$ cat src/rtl/time_report_tx.sv
// Serialises a snapshot of the clock, alarm or countdown registers into a
// 6-byte frame (sync, id, big, middle, less, xor checksum) for the UART TX byte port.
module time_report_tx #(
  parameter logic [7:0] SYNC_BYTE = 8'h55,
  parameter logic [7:0] ID_BASE   = 8'hA0
) (
  input  logic       clk,
  input  logic       rst,
  input  logic       req,
  input  logic [1:0] sel,
  input  logic [6:0] Less_clock,
  input  logic [6:0] Middle_clock,
  input  logic [6:0] Big_clock,
  input  logic [6:0] Less_ala,
  input  logic [6:0] Middle_ala,
  input  logic [6:0] Big_ala,
  input  logic [6:0] Less_cla,
  input  logic [6:0] Middle_cla,
  input  logic [6:0] Big_cla,
  input  logic       tx_ready,
  output logic [7:0] tx_data,
  output logic       tx_valid,
  output logic       busy,
  output logic       done,
  output logic       err
);

  typedef enum logic [2:0] {IDLE, SYNC, ID, BIG, MID, LESS, SUM} state_t;

  state_t     state;
  logic [1:0] sel_q;
  logic [6:0] big_q, mid_q, less_q;
  logic [7:0] csum;
  logic [6:0] big_src, mid_src, less_src;
  logic       xfer;

  assign xfer = tx_valid && tx_ready;

  // NOTE: every combinational output gets a default first so no latch is inferred.
  always_comb begin
    big_src  = Big_clock;
    mid_src  = Middle_clock;
    less_src = Less_clock;
    case (sel)
      2'd2: begin
        big_src  = Big_ala;
        mid_src  = Middle_ala;
        less_src = Less_ala;
      end
      2'd3: begin
        big_src  = Big_cla;
        mid_src  = Middle_cla;
        less_src = Less_cla;
      end
      default: ;
    endcase
  end

  function automatic logic [7:0] id_byte(input logic [1:0] s);
    return ID_BASE | {6'b0, s};
  endfunction

  // The byte for the next state is loaded on the handshake that leaves the
  // current one, so tx_data is always a register and simply holds during a stall.
  // NOTE: sequential state uses non-blocking assignments only, so every read
  // below sees the value from before this edge.
  always_ff @(posedge clk) begin
    if (rst) begin
      state    <= IDLE;
      sel_q    <= 2'd0;
      big_q    <= 7'd0;
      mid_q    <= 7'd0;
      less_q   <= 7'd0;
      csum     <= 8'h00;
      tx_data  <= 8'h00;
      tx_valid <= 1'b0;
      busy     <= 1'b0;
      done     <= 1'b0;
      err      <= 1'b0;
    end else begin
      done <= 1'b0;
      err  <= 1'b0;
      case (state)
        IDLE: begin
          if (req) begin
            if (sel == 2'd0) begin
              err <= 1'b1;
            end else begin
              big_q    <= big_src;
              mid_q    <= mid_src;
              less_q   <= less_src;
              sel_q    <= sel;
              csum     <= id_byte(sel);
              tx_data  <= SYNC_BYTE;
              tx_valid <= 1'b1;
              busy     <= 1'b1;
              state    <= SYNC;
            end
          end
        end
        SYNC: if (xfer) begin
          tx_data <= id_byte(sel_q);
          state   <= ID;
        end
        ID: if (xfer) begin
          tx_data <= {1'b0, big_q};
          state   <= BIG;
        end
        BIG: if (xfer) begin
          tx_data <= {1'b0, mid_q};
          csum    <= csum ^ {1'b0, big_q};
          state   <= MID;
        end
        MID: if (xfer) begin
          tx_data <= {1'b0, less_q};
          csum    <= csum ^ {1'b0, mid_q};
          state   <= LESS;
        end
        LESS: if (xfer) begin
          tx_data <= csum ^ {1'b0, less_q};
          csum    <= csum ^ {1'b0, less_q};
          state   <= SUM;
        end
        SUM: if (xfer) begin
          tx_data  <= 8'h00;
          tx_valid <= 1'b0;
          busy     <= 1'b0;
          done     <= 1'b1;
          state    <= IDLE;
        end
        default: state <= IDLE;
      endcase
    end
  end

endmodule

$ cat config.mk
export PLATFORM = sky130hd
export DESIGN_NAME = time_report_tx
export DESIGN_NICKNAME = d
export VERILOG_FILES = /design/src/rtl/time_report_tx.sv
export SDC_FILE = /design/constraint.sdc
export NUM_CORES = 1
export LEC_CHECK = 0
export CAP_MARGIN = 20
export CORE_MARGIN = 5
export CORE_UTILIZATION = 40
export CTS_CLUSTER_DIAMETER = 50
export DETAILED_ROUTE_END_ITERATION = 10
export PLACE_DENSITY = 0.69
export SLEW_MARGIN = 5
export SYNTH_ARGS = -nofsm -noshare
export SYNTH_HDL_FRONTEND = slang
export SYNTH_SLANG_ARGS = --single-unit
$ cat constraint.sdc
create_clock -name clk -period 2.6 [get_ports clk]
set_clock_uncertainty 0.15 [all_clocks]
set_input_delay 0.39 -clock clk [delete_from_list [all_inputs] [get_ports clk]]
set_output_delay 0.39 -clock clk [all_outputs]
set_load 0.005 [all_outputs]
==> results.md <==
- R2R depth: 5
- Slowest library cell on the worst path: dfxtp_1
- Crit Reg-Reg Endpoint: tx_data[3]
- Ys async rst share: 0%
- Critical path type: reg2reg
- Seq/Total Area, Yosys: 32.33%
- Slew Limit Fails: 0
- Mapped Nets: ~440
- Crit-path most repeated cell: a21oi_1
- Number of synthesized register bits: 45
- Worst min path class: reg2reg
- Placeable Area: 6794 um^2
- HPWL after DPL: 5680 um
- Total track usage: 17.44%
- DR vias/cell: 5.300
- Starting Density: between 40% and 50%
- Synthesized area: 2786 um^2
- Final period util: a little under nine tenths
- Drt drc: 0
- Initial antenna violation count: 0
- CP peak stage delay: roughly 0.76 ns
- Final Critical Period: 2.211 ns
- Global route total overflow: 0
- Max_cap viols: 0
- Placed Cells: roughly 530
- Critical-path cell list: nor2b_1, a22oi_1, a21oi_1, nand2_1, a21oi_1
- Clock insertion delay at the later pin of the skew report: roughly 0.3 ns
- Critical path peak fanout: 19
- Top post-synthesis cells by area: dfxtp_1 (32%), nor2_1 (9.2%), a21oi_1 (8.6%), mux2i_1 (8.6%), a211oi_1 (7.3%)
- Routed len/inst: 13.89 um
- Launching point of the worst reg2reg path: state[1]
- RSZ-0062 raised after global routing: no
- Worst Hold Depth: 2
- Max Clk Rate: between 400 and 500 MHz
- Via count: 2841
- Synth Flop Type: dfxtp_1
- CP Capture Type: register
- Final Setup Violations: 0
- Crit path launch: state[1]
- Actual slew at the worst max-slew pin: 0.6714 ns
- Post-synth EDFFs: 0
- P_leak: 1.412 nW
- Clock tree buffer depth: 2
- Global-route wire length before repair: 12430 um
- ANT nets after route: 0
- Hold Crit Start: tx_data[0]
- Cells after synthesis: 370
- Die height: 93.46 um
- Antenna diode count: 0
- Synth top area share: about a third
- TritonCTS Buffers: 5
- Die W: 93.46 um
- Most frequent cell after synthesis: nor2_1
- DRT iter0 DRCs: between 100 and 150
- Clock-pin slew on the worst setup and hold paths: 0.08 ns
- Final std cells w/o fill: between 500 and 600
- CTS tree: yes
- Max H-tree Level: 2
- Yosys cell types: 44
- Setup TNS: 0 ns
- # port buffers: 80
- P&R area growth vs syn: 35.47%
- Gpl congestion: 0.8769
- WP data arrival: 2.29 ns
- Status: completed
- Number of global-route vias before repair: 2596
- Hold endpoint: tx_data[0]
- Cell Rows: 30
- VDD IR max: around 210 uV
- Final wirelength: between 7000 and 8000 um
- Synth warn: 0
- Final #Nets: a little over 500
- Hold_buf cts: 0
- Largest net degree at the start of global routing: 44
- Total Power: approximately 1.6 mW
- Leading area contributor after synthesis: dfxtp_1
- Rel. slew slack: 55.18%
- TritonRoute pass-1 iters: 4
- Post-CTS Resized: 0
- Commonest cells in the netlist: nor2_1 (68), a21oi_1 (48), dfxtp_1 (45)
- DIE AREA: about 8700 um^2
- Setup Fix Bufs, Post-CTS: 0
- Setup crit start kind: register
- Average cell area after synthesis: 7.531 um^2
- CTS Sinks: 45
- WP data required: 2.68 ns
- Pwr/cell area: 435.2 nW/um^2
- Ratio of cells with drive above 1 in the final layout: 5.909%
- Root buffer cell: clkbuf_8
- R2r setup slk: 0.39 ns
- # IOs: between 80 and 90
- Hold Violations, Final: 0
==> per-stage QoR <==
stage / hold WS [ns] / worst slack (ns) / util (%) / instance area (um^2)
finish: 0.3072 / 0.3894 / 55.56 / 3775
global route: 0.3288 / 0.2721 / 55.56 / 3775
global placement: 0.2932 / 0.3466 / 54.31 / 3690
detailed placement: 0.3010 / 0.3435 / 54.31 / 3690
CTS: 0.3120 / 0.4374 / 55.56 / 3775
floorplan: 0.2813 / 0.9809 / - / 2786
==> worst max-delay path: cells and delay by family, from the launching register on <==
kind	cells	cell delay, ns
compound gates	3	0.57
flops	1	0.76
simple gates	2	0.67
==> worst max-delay path by stage <==
stage	endpoint	slack, ns	cells after the start
2_1_floorplan	tx_data[6]	0.98	6
3_3_place_gp	csum[5]	0.35	6
3_5_place_dp	csum[1]	0.34	6
4_1_cts	tx_data[3]	0.44	5
5_1_grt	tx_data[3]	0.27	5
6_report	tx_data[3]	0.39	5
==> state kept, by name (all words and copies together) (netlist names) <==
| signal | flops |
|---|---|
| err | 1 |
| sel_q | 2 |
| busy | 1 |
| big_q | 7 |
| less_q | 7 |
| tx_data | 8 |
| csum | 8 |
| mid_q | 7 |
| state | 3 |
| done | 1 |
==> power by group <==
group	internal, mW	switching [mW]
registers	0.740	0.0557
logic	0.237	0.186
clock network	0.185	0.240
==> cell families (layout without fill, tap and decap cells) <==
family,count (synthesis),in the layout,share of synthesized area (%)
AND/OR/NAND/NOR,124,124,20.79
buffers and inverters,40,110,6.511
multiplexers,25,25,9.026
XOR/XNOR,14,14,4.401
flip-flops,45,45,32.33
AO/OA/AOI/OAI,122,122,26.94
==> area by class of cell <==
class	count	area, um^2
clock buffer	5	68.82
clock inverter	2	16.27
fill	661	3019
inverter	9	33.78
multi-input combinational	285	1704
sequential	45	900.9
tap	96	120.1
timing repair buffer	94	930.9
==> cells in the final DEF, fill, tap and decap left out, drive strengths merged, types with 4 or more instances in the layout <==
cell type | Yosys | final
a211oi | 27 | 27
a21oi | 48 | 48
a221oi | 4 | 4
buf | 18 | 14
clkbuf | 13 | 5
clkdlybuf4s50 | 0 | 80
dfxtp | 45 | 45
inv | 9 | 9
mux2i | 24 | 24
nand2 | 19 | 19
nand2b | 7 | 7
nand3b | 4 | 4
nor2 | 68 | 68
nor2b | 6 | 6
nor3 | 5 | 5
o21ai | 25 | 25
o22ai | 4 | 4
xnor2 | 5 | 5
xor2 | 9 | 9
==> per-layer routing <==
metal / global-route usage (%) / vias up / wire length [um]
li1: - / 1452 / -
met1: 23.33 / 1281 / 3494
met2: 27.34 / 95 / 3241
met3: 4.586 / 13 / 608
met4: 5.372 / 0 / 102
met5: 0 / - / 0
Note: power is estimated with default switching activity, not from simulation.
==> edit, RTL diff (same flow settings) <==
Make the reset (`rst`) asynchronous in one clocked block.
--- a/src/rtl/time_report_tx.sv
+++ b/src/rtl/time_report_tx.sv
@@ -64,7 +64,7 @@
   // current one, so tx_data is always a register and simply holds during a stall.
   // NOTE: sequential state uses non-blocking assignments only, so every read
   // below sees the value from before this edge.
-  always_ff @(posedge clk) begin
+  always_ff @(posedge clk or posedge rst) begin
     if (rst) begin
       state    <= IDLE;
       sel_q    <= 2'd0;
Formal check against the unedited RTL: differs if rst is asserted again (counterexample within 4 cycles, from zero or initial values and one cycle with rst high); with rst held inactive, the same outputs for 10 cycles.
==> edit against the unedited design <==
Count of clock-buffer cells in the layout up 3; worst setup slack better by 0.17 ns; final cell count down 7.6%; synthesized area up 2.6%; wire length down 3.1%; critical path depth down 1; global-route usage down 0.20 points; via count down 6.6%; sequential cell count unchanged; design area up 1.2%; highest routed layer unchanged.
Power is not compared: it rests on default switching activity, and its combinational part moved more than twofold at a synthesized area within 25%.
==> edit: results (changes against the unedited design) <==
status complete, no violations; Synth Net Count 398 (-9.3%); Final HPWL DP 5.739 mm (+1.0%); vias in the first global route 2,598 (+0.077%); GP Congestion 0.8097 (-7.7%); largest net degree at the start of global routing 43 (-2.3%); max_slew headroom 44.36% (-11 points); Storage cell area 1126 µm² (+25%); ys flop type dfrtp_1; Area contributors post-synth dfrtp_1, mux2i_1, o21ai_0; post-cts sizing count 0 (unchanged); largest stage delay on the critical path 0.73 ns (-0.03 ns); Worst-Skew Late Latency 0.30 ns (about the same); max-cap violation count 0 (unchanged); Post-DP Area 3740 µm² (+1.4%); Filler Cells Inserted 632 (-4.4%); critical path arrival 2.11 ns (-0.18 ns); async set-reset flop share out of synthesis 100.0% (+100 points); Diodes inserted 0 (unchanged); P_leak 1.617 nW; CP max stage cell dfrtp_1; Yosys warning count 0 (unchanged); top flop regs csum (8), tx_data (8); first-pass GRT wire length 12.25 mm (-1.4%); Routed Wire Length 7.217 mm (-3.1%); First DRT Iteration DRCs 127 (-15%); H-tree Lvls 2 (unchanged); Total GRT Usage 17.25% (-0.20 points); Largest delay share family, worst path flip-flops; met1 Track Usage GR 23.01% (-0.32 points); Global Route met2 Usage 26.65% (-0.68 points); M3 GR Usage 5.179% (+0.59 points); post-synthesis sequential area ratio 39.40% (+7.1 points); nets 467 (-8.3%); CTS Buffer Depth 2 (unchanged); Buffers on Ports 80 (unchanged); Synth top cells by count nand2_1, o21ai_0, dfrtp_1, mux2i_1, buf_2; DR vias 2,653 (-6.6%); share of cells above drive strength 1 6.266% (+0.36 points); First-pass DRT Iterations 5 (+1)
[edit: path summary, 6_finish.rpt]
path	from	endpoint	slack, ns	depth (start not counted)
min reg2reg	csum[7]	csum[7]	0.31	2
max	state[1]	csum[1]	0.56	4
min in group asynchronous	rst	tx_data[1]	0.32	2
min	csum[7]	csum[7]	0.31	2
max in group asynchronous	rst	csum[2]	1.45	3
max reg2reg	state[1]	csum[1]	0.56	4
[edit: logic make-up (layout without fill, tap and decap cells)]
kind of cell,count (synthesis),count (layout),synth area share (%)
buffers and inverters,38,108,6.173
AO/OA/AOI/OAI,107,107,23.60
XOR/XNOR,11,11,3.371
adder cells (fa/ha/maj),1,1,0.3503
flip-flops,45,45,39.40
multiplexers,33,33,11.69
AND/OR/NAND/NOR,94,94,15.41
[edit: layout make-up]
| class | count | area share (%) |
|---|---|---|
| Clock buffer | 8 | 2.096 |
| Inverter | 10 | 0.9826 |
| Multi-Input combinational cell | 246 | 40.71 |
| Sequential cell | 45 | 29.48 |
| Tap cell | 96 | 3.144 |
| Timing Repair Buffer | 90 | 23.58 |
[edit: where the power goes]
group	leakage, nW	internal [mW]	total (mW)	switching [mW]
Sequential	0.556	0.995	1.35	0.351
Combinational	1.02	0.901	1.75	0.849
Clock	0.0395	0.191	0.419	0.228
[edit: per-layer routing]
metal,vias to the layer above,part of all wire [%]
li1,1314,-
met4,0,1.6
met2,107,46
met3,11,7.5
met1,1221,45
met5,-,0
[edit: through the flow]
step | power [mW] | hold slack [ns] | std cells | worst slack [ns]
finish | 3.516 | 0.3109 | 495 | 0.5556
global route | 3.812 | 0.3496 | 495 | 0.3231
CTS | 3.533 | 0.3104 | 495 | 0.5715
detailed placement | 3.113 | 0.2913 | 487 | 0.3701
global placement | 3.062 | 0.2839 | 487 | 0.3855
floorplan | 2.552 | 0.2646 | 329 | 0.9002
